**src/rtl/ddr_burst_sched.sv**
```systemverilog
// ddr_burst_sched: round-robin write/read DDR burst scheduler, one burst outstanding,
// reads frame-gated by hdmi_vs. Define SCHED_WATCHDOG_EN to add the WAIT-state watchdog.
module ddr_burst_sched #(
  parameter int BURST_LEN   = 16,
  parameter int WFIFO_CNT_W = 10,
  parameter int RFIFO_CNT_W = 10,
  parameter int RFIFO_DEPTH = 512,
  parameter int TIMEOUT_CYC = 4096
) (
  input  logic                   sclk,
  input  logic                   s_rst,
  input  logic                   sched_en,
  input  logic [WFIFO_CNT_W-1:0] wfifo_rd_cnt,
  input  logic [RFIFO_CNT_W-1:0] rfifo_wr_cnt,
  input  logic                   hdmi_vs,
  input  logic                   wr_done,
  input  logic                   rd_done,
  output logic                   wr_trig,
  output logic                   rd_trig,
  output logic                   wr_busy,
  output logic                   rd_busy,
  output logic [15:0]            wr_burst_cnt,
  output logic [15:0]            rd_burst_cnt,
  output logic                   timeout_err
);

  typedef enum logic [2:0] {IDLE, WR_ISSUE, WR_WAIT, RD_ISSUE, RD_WAIT} state_t;

  // Read threshold computed one bit wider than the count; negative means never eligible.
  localparam int RD_LIM_I = RFIFO_DEPTH - BURST_LEN;
  localparam logic RD_NEVER = (RD_LIM_I < 0);
  localparam logic [RFIFO_CNT_W:0] RD_LIM =
    RD_NEVER ? '0 :
    (RD_LIM_I >= (2 ** (RFIFO_CNT_W + 1))) ? '1 : (RFIFO_CNT_W + 1)'(RD_LIM_I);
  localparam logic [WFIFO_CNT_W:0] WR_MIN = (WFIFO_CNT_W + 1)'(BURST_LEN);

  state_t state;
  logic   vs_m, vs_s, vs_d;
  logic   last_rd;
  logic   wr_elig, rd_elig, vs_rise;
  logic   timeout_hit;

  assign wr_elig = ({1'b0, wfifo_rd_cnt} >= WR_MIN);
  assign rd_elig = !vs_s && !RD_NEVER && ({1'b0, rfifo_wr_cnt} <= RD_LIM);
  assign vs_rise = vs_s && !vs_d;

`ifdef SCHED_WATCHDOG_EN
  localparam int WD_W = $clog2(TIMEOUT_CYC + 1);
  localparam logic [WD_W-1:0] WD_LAST = WD_W'(TIMEOUT_CYC - 1);

  logic [WD_W-1:0] wd_cnt;
  logic            wd_err;

  // A done or frame abort in the final cycle wins over the timeout.
  assign timeout_hit = (wd_cnt == WD_LAST) &&
                       ((state == WR_WAIT && !wr_done) ||
                        (state == RD_WAIT && !rd_done && !vs_s));
  assign timeout_err = wd_err;

  always_ff @(posedge sclk) begin
    if (s_rst) begin
      wd_cnt <= '0;
      wd_err <= 1'b0;
    end else begin
      if (state == WR_WAIT || state == RD_WAIT) wd_cnt <= wd_cnt + 1'b1;
      else                                      wd_cnt <= '0;
      if (timeout_hit) wd_err <= 1'b1;
    end
  end
`else
  localparam int unused_timeout_cyc = TIMEOUT_CYC;
  assign timeout_hit = 1'b0;
  assign timeout_err = 1'b0;
`endif

  always_ff @(posedge sclk) begin
    if (s_rst) begin
      vs_m         <= 1'b0;
      vs_s         <= 1'b0;
      vs_d         <= 1'b0;
      state        <= IDLE;
      last_rd      <= 1'b1;
      wr_trig      <= 1'b0;
      rd_trig      <= 1'b0;
      wr_busy      <= 1'b0;
      rd_busy      <= 1'b0;
      wr_burst_cnt <= '0;
      rd_burst_cnt <= '0;
    end else begin
      vs_m    <= hdmi_vs;
      vs_s    <= vs_m;
      vs_d    <= vs_s;
      wr_trig <= 1'b0;
      rd_trig <= 1'b0;
      if (vs_rise) rd_burst_cnt <= '0;
      case (state)
        IDLE: begin
          if (sched_en && (wr_elig || rd_elig)) begin
            if (wr_elig && (!rd_elig || last_rd)) begin
              state   <= WR_ISSUE;
              wr_trig <= 1'b1;
              wr_busy <= 1'b1;
              last_rd <= 1'b0;
            end else begin
              state   <= RD_ISSUE;
              rd_trig <= 1'b1;
              rd_busy <= 1'b1;
              last_rd <= 1'b1;
            end
          end
        end
        WR_ISSUE: state <= WR_WAIT;
        WR_WAIT: begin
          if (wr_done) begin
            state        <= IDLE;
            wr_busy      <= 1'b0;
            wr_burst_cnt <= wr_burst_cnt + 16'd1;
          end else if (timeout_hit) begin
            state   <= IDLE;
            wr_busy <= 1'b0;
          end
        end
        RD_ISSUE: begin
          if (vs_s) begin
            state   <= IDLE;
            rd_busy <= 1'b0;
          end else begin
            state <= RD_WAIT;
          end
        end
        RD_WAIT: begin
          // Master drops the read on vsync, so the abort takes priority over rd_done.
          if (vs_s || timeout_hit) begin
            state   <= IDLE;
            rd_busy <= 1'b0;
          end else if (rd_done) begin
            state        <= IDLE;
            rd_busy      <= 1'b0;
            rd_burst_cnt <= rd_burst_cnt + 16'd1;
          end
        end
        default: begin
          state   <= IDLE;
          wr_busy <= 1'b0;
          rd_busy <= 1'b0;
        end
      endcase
    end
  end

endmodule

```
**config.mk**
```make
export PLATFORM = sky130hd
export DESIGN_NAME = ddr_burst_sched
export DESIGN_NICKNAME = d
export VERILOG_FILES = /design/src/rtl/ddr_burst_sched.sv
export SDC_FILE = /design/constraint.sdc
export NUM_CORES = 1
export LEC_CHECK = 0
export CORE_UTILIZATION = 45
export CTS_CLUSTER_DIAMETER = 40
export DETAILED_ROUTE_END_ITERATION = 12
export PLACE_DENSITY = 0.79
export SLEW_MARGIN = 25
export SYNTH_ARGS = -nofsm -noshare
export SYNTH_HDL_FRONTEND = slang
export SYNTH_SLANG_ARGS = --single-unit
```
**constraint.sdc**
```tcl
create_clock -name sclk -period 2.4 [get_ports sclk]
set_input_delay 0.24 -clock sclk [delete_from_list [all_inputs] [get_ports sclk]]
set_output_delay 0.24 -clock sclk [all_outputs]
set_load 0.02 [all_outputs]
```
# Word level (Yosys, flattened, before mapping)
# Index checks and enable logic that the tools add are counted.
# classes
add_sub_neg	2
magnitude_cmp	2
n_eq_ne	10
mux	23
n_bitwise	4
reduce_logical	18
# ops
op	count
$mux W16	4
$add A16 B1 Y16 const B	2
$mux W3	5
$pmux W3 S5	1
$ge A10 B5 Y1 const B	1
$le A10 B9 Y1 const B	1
$mux W1	10
$ne A2 B2 Y1 const B	5
$eq A3 B2 Y1 const B	2
$reduce_or A3 Y1	2
$reduce_and A5 Y1	1
$logic_and A1 B1 Y1	4
$not A1 Y1	4
$pmux W1 S4	1
$reduce_and A2 Y1	2
$reduce_and A4 Y1	1
$eq A3 B1 Y1 const B	1
$eq A3 B3 Y1 const B	1
$logic_not A1 Y1	3
$logic_not A3 Y1	1
$ne A3 B3 Y1 const B	1
$pmux W1 S3	1
$reduce_and A3 Y1	1
$logic_or A1 B1 Y1	2
2 further kinds	2
# totals
register_bits	43
input_bits	26
output_inout_bits	37
wordCells	70

# Depth between registers and ports, before layout
# Gate-level depths: netlist of run 1.
# depth
word_depth	8
ltp_mapped	7
depth_no_buf	5

# Worst setup path before layout of run 1
# OpenSTA, ideal clock, no wires.
# synth_path
path_kind	register to register
from	reg wr_burst_cnt[3]
to	reg wr_burst_cnt[15]
setup_time_ns	0.127
arrival_time_ns	1.561
setup_slack_ns	0.712
stages_incl_launch_ff	6
n_path_buf	0
cell_sequence	dfxtp_1 -> and4_1 -> nand4_1 -> nor4_2 -> xnor2_1 -> nor2_1
# synth_via
elab_chain_cells	1
# synth_rtl
item	line_no	rtl
from (decl)	22	output logic [15:0] wr_burst_cnt,
from (signal assigned)	117	wr_burst_cnt <= wr_burst_cnt + 16'd1;
$add A16 B1 Y16	117	
# No other way between the ends.
# A chain may end at the register's enable or synchronous reset.

# Final worst setup path of run 1
# Same ends and word-level chain as after synthesis.

==> metrics.md, run 1 <==
| Metric | Value |
|---|---|
| Status | `completed` |
| Pre-antenna DRT Iters | `4` |
| Post-route DRC | `0` |
| Cell area after synthesis | `0.00198 mm^2` |
| CTS max path bufs | `2` |
| Crit-path max FO | `7` |
| Static Leak | `just under 1 nW` |
| Largest delay share family, worst path | `simple AND/OR/NAND/NOR gates` |
| Post-synth EDFFs | `0` |
| Setup-failing EPs final | `0` |
| Total core area | `0.00412 mm^2` |
| Layout cells sized above 1 | `roughly 6.0%` |
| Global placement routability congestion | `0.814` |
| Crit path buf inv count | `0` |
| Synth top area share | `43.5%` |
| Mean Syn Cell Area | `8.87 um^2` |
| Worst slack at placement | `0.388 ns` |
| Post-Syn Nets | `251` |
| Final min period | `1.79 ns` |
| Max Fclk | `0.559 GHz` |
| RSZ-0062 raised after global routing | `false` |
| Critical path arrival | `roughly 2.0 ns` |
| Area grow syn2layout | `36.1%` |
| CTS tree | `yes` |
| Slew @ Worst Pin | `0.489 ns` |
| Final hold slack | `0.459 ns` |
| Die Ht | `68.3 um` |
| Overflow after GRT | `0` |
| Clk sinks | `43` |
| CP required | `2.59 ns` |
| Post-route cell area | `about 0.0027 mm^2` |
| IO Count | `63` |
| Root buffer selected by CTS | `clkbuf_8` |
| Synth async-reset ratio | `0%` |
| Final core occ | `65.4%` |
| Syn Inst Count | `roughly 220` |
| Critical-path cell list | `and4_1 > nand4_1 > nor4_2 > xnor2_1 > nor2_1` |
| First-pass GRT wire length | `roughly 6700 um` |
| Warnings from Yosys | `0` |
| All-Layer GR Usage | `19.2%` |
| Initial antenna violation count | `0` |
| Initial Utilization | `roughly half` |
| Setup TNS | `0 ns` |
| Largest net degree at the start of global routing | `23` |
| Final hold viol count | `0` |
| Setup WS post-layout | `about 0.61 ns` |
| CP endpoint kind | `flip-flop` |
| Critical Path Max Stage Delay | `0.44 ns` |
| Die ar. | `0.00466 mm^2` |
| DRT antenna net count | `0` |
| Initial DRC count | `95` |
| Max-cap viol count | `0` |
| Tcrit/Tclk final | `74.5%` |
| Clk_lat worst skew | `~0.30 ns` |
| Dpl hpwl | `2920 um` |
| Post-CTS setup buffer count | `0` |
| DR WL/cell | `12.0 um` |
| Via/cell ratio | `5.31` |
| Top cell type by total area after synthesis | `dfxtp_1` |
| CTS Buf Count | `5` |
| Post-CTS Resized | `0` |
| Crit Path Category | `flip-flop to flip-flop` |
| Post-synth top cells | `dfxtp_1, nor2_1, nand2_1` |
| Std cell rows | `23` |
| PwrDens | `between 500 and 600 mW/mm^2` |
| Layout Nets | `308` |
| Worst vdd ir | `0.274 mV` |
| Die X | `68.3 um` |
| Synth top area cells | `dfxtp_1, nor2_1, xnor2_1` |
| Synthesis-stage register bit count | `43` |
| HP Class | `flip-flop to flip-flop` |
| H-tree levels | `2` |
| Unique masters post-synth | `43` |
| Total number of vias | `1758` |
| Top FF cell, synth | `dfxtp_1` |
| Register area share after synthesis | `43.5%` |
| Post-CTS Hold Fix Bufs | `0` |
| Max-slew headroom | `67.1%` |
| Final Skew | `0.00671 ns` |
| Leading cell type by number of instances after synthesis | `dfxtp_1` |
| Vias in the first global route | `1514` |
| WL final | `a little under 4000 um` |
| CTS clk-pin slew, worst paths | `0.09 ns` |
| CP max-delay cell | `dfxtp_1` |
| Port bufs | `57` |
| Critical Path Start Type | `flip-flop` |
| Ant diodes | `0` |
| Area post-placement | `roughly 0.0026 mm^2` |
| Max Slew Vio Count | `0` |
==> power by group <==
| group | internal [mW] | switching, mW |
|---|---|---|
| Combinational | 0.0640 | 0.0585 |
| Sequential | 0.727 | 0.0149 |
| Clock | 0.310 | 0.252 |
==> worst paths after layout <==
| path | slack [ns] | startpoint | to | cells after the start |
|---|---|---|---|---|
| max reg2reg | 0.61 | wr_burst_cnt[3] | wr_burst_cnt[15] | 5 |
| max | 0.61 | wr_burst_cnt[3] | wr_burst_cnt[15] | 5 |
| min | 0.46 | vs_m | vs_s | 1 |
| min reg2reg | 0.46 | vs_m | vs_s | 1 |
==> cells in the final DEF (no fill, tap or decap), types with 3 or more instances in the layout <==
master / instances
o211ai_1: 5
o31ai_1: 3
dfxtp_1: 43
nor4_2: 4
nand2b_1: 3
and4_1: 4
or3_1: 3
inv_1: 3
xor2_1: 9
nand3_1: 16
nand2_1: 18
and3_1: 6
nor2b_1: 5
xnor2_1: 11
clkbuf_8: 5
nor2_1: 32
clkdlybuf4s50_1: 57
nand4_1: 6
or4_1: 3
a21oi_1: 9
o21ai_1: 4
==> per-layer routing <==
metal	part of all wire [%]	vias up	GRT usage [%]
li1	-	901	-
met1	47	803	24.2
met2	46	49	30.3
met3	5.3	5	6.50
met4	1.4	0	6.25
met5	0	-	0
==> worst register-to-register path, stage by stage (launching register included) <==
cell and delay [ns]:
dfxtp_1 0.44, and4_1 0.26, nand4_1 0.35, nor4_2 0.42
xnor2_1 0.15, nor2_1 0.06
==> registers in the layout, indices dropped and copies added (netlist names) <==
register      flops
last_rd           1
rd_burst_cnt     16
rd_busy           1
rd_trig           1
state             3
vs_d              1
vs_m              1
vs_s              1
wr_burst_cnt     16
wr_busy           1
wr_trig           1
==> cell families after synthesis <==
logic type	share of synthesized area (%)
DFF	43.5
AOI/OAI and AO/OA	9.62
other	0.190
and+or+nand+nor	33.0
xor gates and xnor gates	8.86
adders and majority gates	1.26
buffers and inverters	3.10
muxes	0.506
==> per-stage QoR <==
step,instances,power [mW]
floorplan,223,0.820
global placement,323,0.879
detailed placement,323,0.881
CTS,331,1.44
global route,331,1.49
finish,331,1.43
==> cell type report <==
class / count / area, um^2
clock buffer: 5 / 68.8
clock inverter: 3 / 43.8
fill: 361 / 1420
inverter: 4 / 15.0
multi-input combinational: 167 / 1060
sequential: 43 / 861
tap: 50 / 62.6
timing repair buffer: 59 / 586
Note: power is estimated with default switching activity, not from simulation.
==> run 2, diff against run 1 <==
CORE_UTILIZATION = 41   (was 45)
PLACE_DENSITY = 0.76   (was 0.79)
clock period = 1.46 ns   (was 2.4 ns; I/O delays follow)
==> run 2 against run 1 <==
  * The flow now finishes with violations (setup timing)
  * Clock-buffer cell count is 2 higher
  * Cell area grew 17%
  * Via count is 11% higher
  * Sequential cell count unchanged
==> metrics.md, run 2 (synthesized netlist as in run 1, its figures left out) <==
| Metric | Value |
|---|---|
| Post-route DRC | `0 (unchanged)` |
| Failing checks | `setup timing` |
| Overflow after GRT | `0 (unchanged)` |
| Clock power share | `34.0% (-5.4 points)` |
| Port bufs | `57 (unchanged)` |
| Final Skew | `0.00881 ns (+0.00210 ns)` |
| All-Layer GR Usage | `18.1% (-1.0 points)` |
| DRT antenna net count | `0 (unchanged)` |
| Die Ht | `71.5 um (+4.6%)` |
| Worst vdd ir | `0.501 mV (+83%)` |
| Regs by FF count | `rd_burst_cnt (16), wr_burst_cnt (16), state (3)` |
| Seq pwr share | `54.2% (+2.2 points)` |
| Root buffer selected by CTS | `clkbuf_8` |
| WL final | `4700 um (+18%)` |
| Max Slew Vio Count | `0 (unchanged)` |
| Layout Cells excl Fill | `378 (+14%)` |
| Initial antenna violation count | `0 (unchanged)` |
| Most frequent cells in the layout | `buf_4, nor2_1, clkdlybuf4s50_1, dfxtp_1, dlygate4sd2_1` |
| Int Power | `1.70 mW (+55%)` |
| CP endpoint kind | `flip-flop` |
| Switching power | `506 uW (+56%)` |
| Pre-antenna DRT Iters | `4 (unchanged)` |
| DR WL/cell | `12.4 um (+3.5%)` |
| Commonest non-fill, non-tap cell in the layout | `buf_4` |
| CP required | `1.68 ns (-0.91 ns)` |
| Initial DRC count | `111 (+17%)` |
| Clk_lat worst skew | `0.29 ns (about the same)` |
| Crit Path Category | `flip-flop to flip-flop` |
| Worst slack at placement | `-0.281 ns (-0.669 ns)` |
| CTS clk-pin slew, worst paths | `0.08 ns (about the same)` |
| PwrDens | `702 mW/mm^2 (+33%)` |
| IO Count | `63 (unchanged)` |
| Global placement routability congestion | `0.751 (-7.8%)` |
| Final hold viol count | `0 (unchanged)` |
| Largest net degree at the start of global routing | `14 (-39%)` |
| Area post-placement | `0.00291 mm^2 (+13%)` |
| Status | `finished, violations left` |
| Placed Cells | `363 (+12%)` |
| FF-to-FF Start | `state[2]` |
| Area grow syn2layout | `59.1%` |
| Static Leak | `1.48 nW (+52%)` |
| Initial Utilization | `43.9% (-4.2 points)` |
| CTS tree | `yes` |
| Ant diodes | `0 (unchanged)` |
| Layout Nets | `353 (+15%)` |
| Setup WS post-layout | `-0.0854 ns (-0.698 ns)` |
| Critical Path Start Type | `flip-flop` |
| Via/cell ratio | `5.15 (-3.1%)` |
| CP max-delay cell | `and4bb_2` |
| Die X | `71.5 um (+4.6%)` |
| Setup-failing EPs final | `6 (+6)` |
| Std cell rows | `24 (+4.3%)` |
| Vias in the first global route | `1778 (+17%)` |
| Critical path arrival | `1.76 ns (-0.21 ns)` |
| Max Fclk | `0.647 GHz (+16%)` |
| CTS Buf Count | `5 (unchanged)` |
| CTS max path bufs | `2 (unchanged)` |
| Hold path startpoint | `hdmi_vs` |
| Final min period | `1.55 ns (-0.242 ns)` |
| Crit-path max FO | `4 (-3)` |
| H-tree levels | `2 (unchanged)` |
| First-pass GRT wire length | `7480 um (+12%)` |
| CP Launch Point | `state[2]` |
| Switching Fraction | `22.9% (+0.11 points)` |
| Critical-path cell list | `and4bb_2 > nand4_4 > buf_6 > or3_4 > a21oi_2` |
| Total core area | `0.00450 mm^2 (+9.5%)` |
| Post-route cell area | `0.00315 mm^2 (+17%)` |
| Critical Path Max Stage Delay | `0.37 ns (-0.07 ns)` |
| Max-cap viol count | `0 (unchanged)` |
| Clk sinks | `43 (unchanged)` |
| Post-CTS Hold Fix Bufs | `0 (unchanged)` |
| Layout cells sized above 1 | `30.4% (+24 points)` |
| HP Class | `input pin to flip-flop` |
| RSZ-0062 raised after global routing | `true` |
| Dpl hpwl | `3350 um (+15%)` |
| Comb pwr share | `11.8% (+3.2 points)` |
| Tcrit/Tclk final | `106% (+31 points)` |
| Total number of vias | `1945 (+11%)` |
| Die ar. | `0.00511 mm^2 (+9.5%)` |
==> run 2: changes by cell type in the layout (fill, tap and decap cells not counted), moves of 7 or more <==
| cell | previous run | this run |
|---|---|---|
| dfxtp_1 | 43 | 27 |
| dfxtp_2 | 0 | 8 |
| dlymetal6s2s_1 | 0 | 7 |
| clkdlybuf4s50_1 | 57 | 29 |
| dfxtp_4 | 0 | 8 |
| buf_4 | 2 | 44 |
| dlygate4sd2_1 | 0 | 21 |
==> run 2: through the flow <==
stage	setup TNS, ns	hold slack [ns]	power [mW]	utilization [%]
after floorplan	-0.536	0.274	1.34	-
after global placement	-4.68	0.450	1.47	64.6
after detailed placement	-5.10	0.440	1.47	64.6
after CTS	-0.00550	0.415	2.22	67.1
after global routing	-1.06	0.431	2.31	69.9
final	-0.218	0.422	2.21	69.9
==> run 2: final cells by class <==
class                   count  area (um^2)
flip-flops and latches     43          901
clock buffers               7         86.3
multi-input cells         167         1150
fillers                   363         1360
repair buffers            104          926
well taps                  52         65.1
inverters                   4         15.0
clock inverters             1         5.00
==> run 2: path summary, 6_finish.rpt <==
kind              depth (start not counted)  slack, ns              end
setup / recovery                          5      -0.09  wr_burst_cnt[9]
hold / removal                            2       0.42             vs_m
setup reg to reg                          5      -0.09  wr_burst_cnt[9]
hold reg to reg                           1       0.45             vs_s
==> run 2: routing by layer <==
layer / global-route usage, % / up-vias / share of wire, % / routed length (um)
met5: 0 / - / 0 / 0
met4: 4.36 / 0 / 0.79 / 37
met3: 3.80 / 4 / 2.6 / 123
met2: 33.7 / 35 / 52 / 2440
met1: 21.3 / 913 / 45 / 2100
li1: - / 993 / - / -
==> run 2: power groups by stage <==
stage	Sequential (mW)	Combinational, mW	Clock (mW)
floorplan	1.24	0.0962	0
global placement	1.22	0.244	0
detailed placement	1.22	0.248	0
CTS	1.20	0.248	0.780
global route	1.20	0.283	0.823
finish	1.20	0.261	0.751
==> run 2: timing repair <==
item | CTS | global route
setup buffers | 2 | 5
hold endpoints to repair | 0 | 0
pin swaps | 6 | 12
gates resized for setup | 30 | 26
endpoints found under the setup margin | 28 | 27
==> run 2: worst max-delay path: cells and delay by family (launching register included) <==
family / cells / cell delay [ns]
simple gates: 3 / 0.83
flops: 1 / 0.34
buf+inv: 1 / 0.16
compound gates: 1 / 0.14
==> run 3, diff against run 2 <==
CORE_UTILIZATION = 45   (was 41)
PLACE_DENSITY = 0.79   (was 0.76)
clock period = 2 ns   (was 1.46 ns; I/O delays follow)
==> run 3 against run 2 <==
  * The flow now finishes without violations
  * Sequential power is 26% lower
  * Critical path depth stayed put
  * Critical path type unchanged
  * Clock-buffer cell count is 1 lower
  * Highest routed layer unchanged
  * Wire length is 11% lower
  * Non-clock buffer count is 37 lower
  * Combinational power is 42% lower
  * Via count is 7.9% lower
  * Sequential cell count stayed put
  * Cell area is 13% lower
==> metrics.md, run 3 (synthesized netlist as in run 1, its figures left out) <==
| Metric | Value |
|---|---|
| First-pass GRT wire length | `6560 um (-12%)` |
| DR WL/cell | `12.3 um (-0.83%)` |
| PwrDens | `574 mW/mm^2 (-18%)` |
| Max Slew Vio Count | `0 (unchanged)` |
| IO Count | `63 (unchanged)` |
| Ant diodes | `0 (unchanged)` |
| Area grow syn2layout | `37.8%` |
| Register area | `861 um^2 (-4.4%)` |
| Initial Utilization | `48.1% (+4.2 points)` |
| RSZ-0062 raised after global routing | `false` |
| Total number of vias | `1791 (-7.9%)` |
| All-Layer GR Usage | `19.0% (+0.84 points)` |
| Std cell rows | `23 (-4.2%)` |
| Post-CTS setup buffer count | `0 (-2)` |
| # fillers | `347 (-4.4%)` |
| Tcrit/Tclk final | `87.1% (-19 points)` |
| Crit Path Category | `flip-flop to flip-flop` |
| Die Ht | `68.3 um (-4.4%)` |
| CTS clk-pin slew, worst paths | `0.08 ns (about the same)` |
| FF-to-FF Start | `wr_burst_cnt[5]` |
| Status | `completed` |
| Critical Path Start Type | `flip-flop` |
| Die X | `68.3 um (-4.4%)` |
| Area of the multi-input gates | `0.00106 mm^2 (-8.2%)` |
| CP required | `2.17 ns (+0.49 ns)` |
| Final Skew | `0.00852 ns (-0.000292 ns)` |
| Static Leak | `0.997 nW (-32%)` |
| Most frequent cells in the layout | `clkdlybuf4s50_1, dfxtp_1, nor2_1, nand2_1, nand3_1` |
| Worst vdd ir | `0.314 mV (-37%)` |
| Total core area | `0.00412 mm^2 (-8.6%)` |
| Overflow after GRT | `0 (unchanged)` |
| Final min period | `1.74 ns (+0.197 ns)` |
| Hold path startpoint | `vs_m` |
| Die ar. | `0.00466 mm^2 (-8.6%)` |
| Vias in the first global route | `1528 (-14%)` |
| CTS Buf Count | `5 (unchanged)` |
| Initial antenna violation count | `0 (unchanged)` |
| H-tree levels | `2 (unchanged)` |
| Setup WS post-layout | `0.258 ns (+0.343 ns)` |
| Root buffer selected by CTS | `clkbuf_8` |
| Critical path arrival | `1.92 ns (+0.16 ns)` |
| DRT antenna net count | `0 (unchanged)` |
| Layout Nets | `316 (-10%)` |
| Setup-failing EPs final | `0 (-6)` |
| Pre-antenna DRT Iters | `4 (unchanged)` |
| Final hold viol count | `0 (unchanged)` |
| Clk_lat worst skew | `0.29 ns (about the same)` |
| HP Class | `flip-flop to flip-flop` |
| Worst slack at placement | `0.137 ns (+0.418 ns)` |
| Port bufs | `57 (unchanged)` |
| Max-cap viol count | `0 (unchanged)` |
| Regs by FF count | `rd_burst_cnt (16), wr_burst_cnt (16), state (3)` |
| CP Launch Point | `wr_burst_cnt[5]` |
| Global placement routability congestion | `0.821 (+9.3%)` |
| CTS max path bufs | `2 (unchanged)` |
| Layout cells sized above 1 | `8.30% (-22 points)` |
| Post-route DRC | `0 (unchanged)` |
| Commonest non-fill, non-tap cell in the layout | `clkdlybuf4s50_1` |
| Clk sinks | `43 (unchanged)` |
| Largest net degree at the start of global routing | `23 (+9)` |
| Dpl hpwl | `3170 um (-5.5%)` |
| Post-CTS Resized | `0 (-100%)` |
| WL final | `4180 um (-11%)` |
| Crit-path max FO | `7 (+3)` |
| CTS tree | `yes` |
| Setup TNS | `0 ns (+0.218 ns)` |
| Post-CTS Hold Fix Bufs | `0 (unchanged)` |
| Max Fclk | `0.574 GHz (-11%)` |
| Initial DRC count | `92 (-17%)` |
| CP endpoint kind | `flip-flop` |
| Via/cell ratio | `5.28 (+2.7%)` |
-- run 3: power breakdown --
group / leakage, nW / switching, mW / internal [mW] / total (mW)
Sequential: 0.348 / 0.0174 / 0.872 / 0.890
Clock: 0.0412 / 0.279 / 0.244 / 0.523
Combinational: 0.608 / 0.0695 / 0.0816 / 0.151
Total: 0.997 / 0.366 / 1.20 / 1.56
-- run 3: layout make-up --
cell class | instances | share of cell area (%)
Timing Repair Buffer | 67 | 23.7
Inverter | 4 | 0.551
Tap cell | 50 | 2.30
Sequential cell | 43 | 31.6
Clock buffer | 6 | 2.66
Clock inverter | 2 | 0.459
Multi-Input combinational cell | 167 | 38.8
-- run 3: path summary, 6_finish.rpt --
path / endpoint / slack, ns / cells after the start
max: wr_burst_cnt[15] / 0.26 / 5
min: vs_s / 0.45 / 1
max reg2reg: wr_burst_cnt[15] / 0.26 / 5
min reg2reg: vs_s / 0.45 / 1
-- run 3: routing by layer --
layer	part of all wire, %	routed length [um]	track usage, %	vias up
li1	-	-	-	934
met1	46	1940	22.5	811
met2	48	2010	31.7	42
met3	4.4	186	5.83	4
met4	1.1	46	7.03	0
met5	0	0	0	-
-- run 3: worst max-delay path: stages (launching register included) --
cell,delay (ns)
dfxtp_1,0.41
and4_1,0.27
nand4_1,0.35
nor4_2,0.39
xnor2_1,0.16
nor2_1,0.05
-- run 3: through the flow --
stage | area (um^2) | total power, mW | cells | hold slack [ns] | util (%)
after floorplan | 1980 | 0.983 | 223 | 0.328 | -
after global placement | 2640 | 1.06 | 331 | 0.419 | 64.2
after detailed placement | 2640 | 1.06 | 331 | 0.436 | 64.2
after CTS | 2730 | 1.59 | 339 | 0.449 | 66.2
after global routing | 2730 | 1.64 | 339 | 0.451 | 66.2
final | 2730 | 1.56 | 339 | 0.450 | 66.2
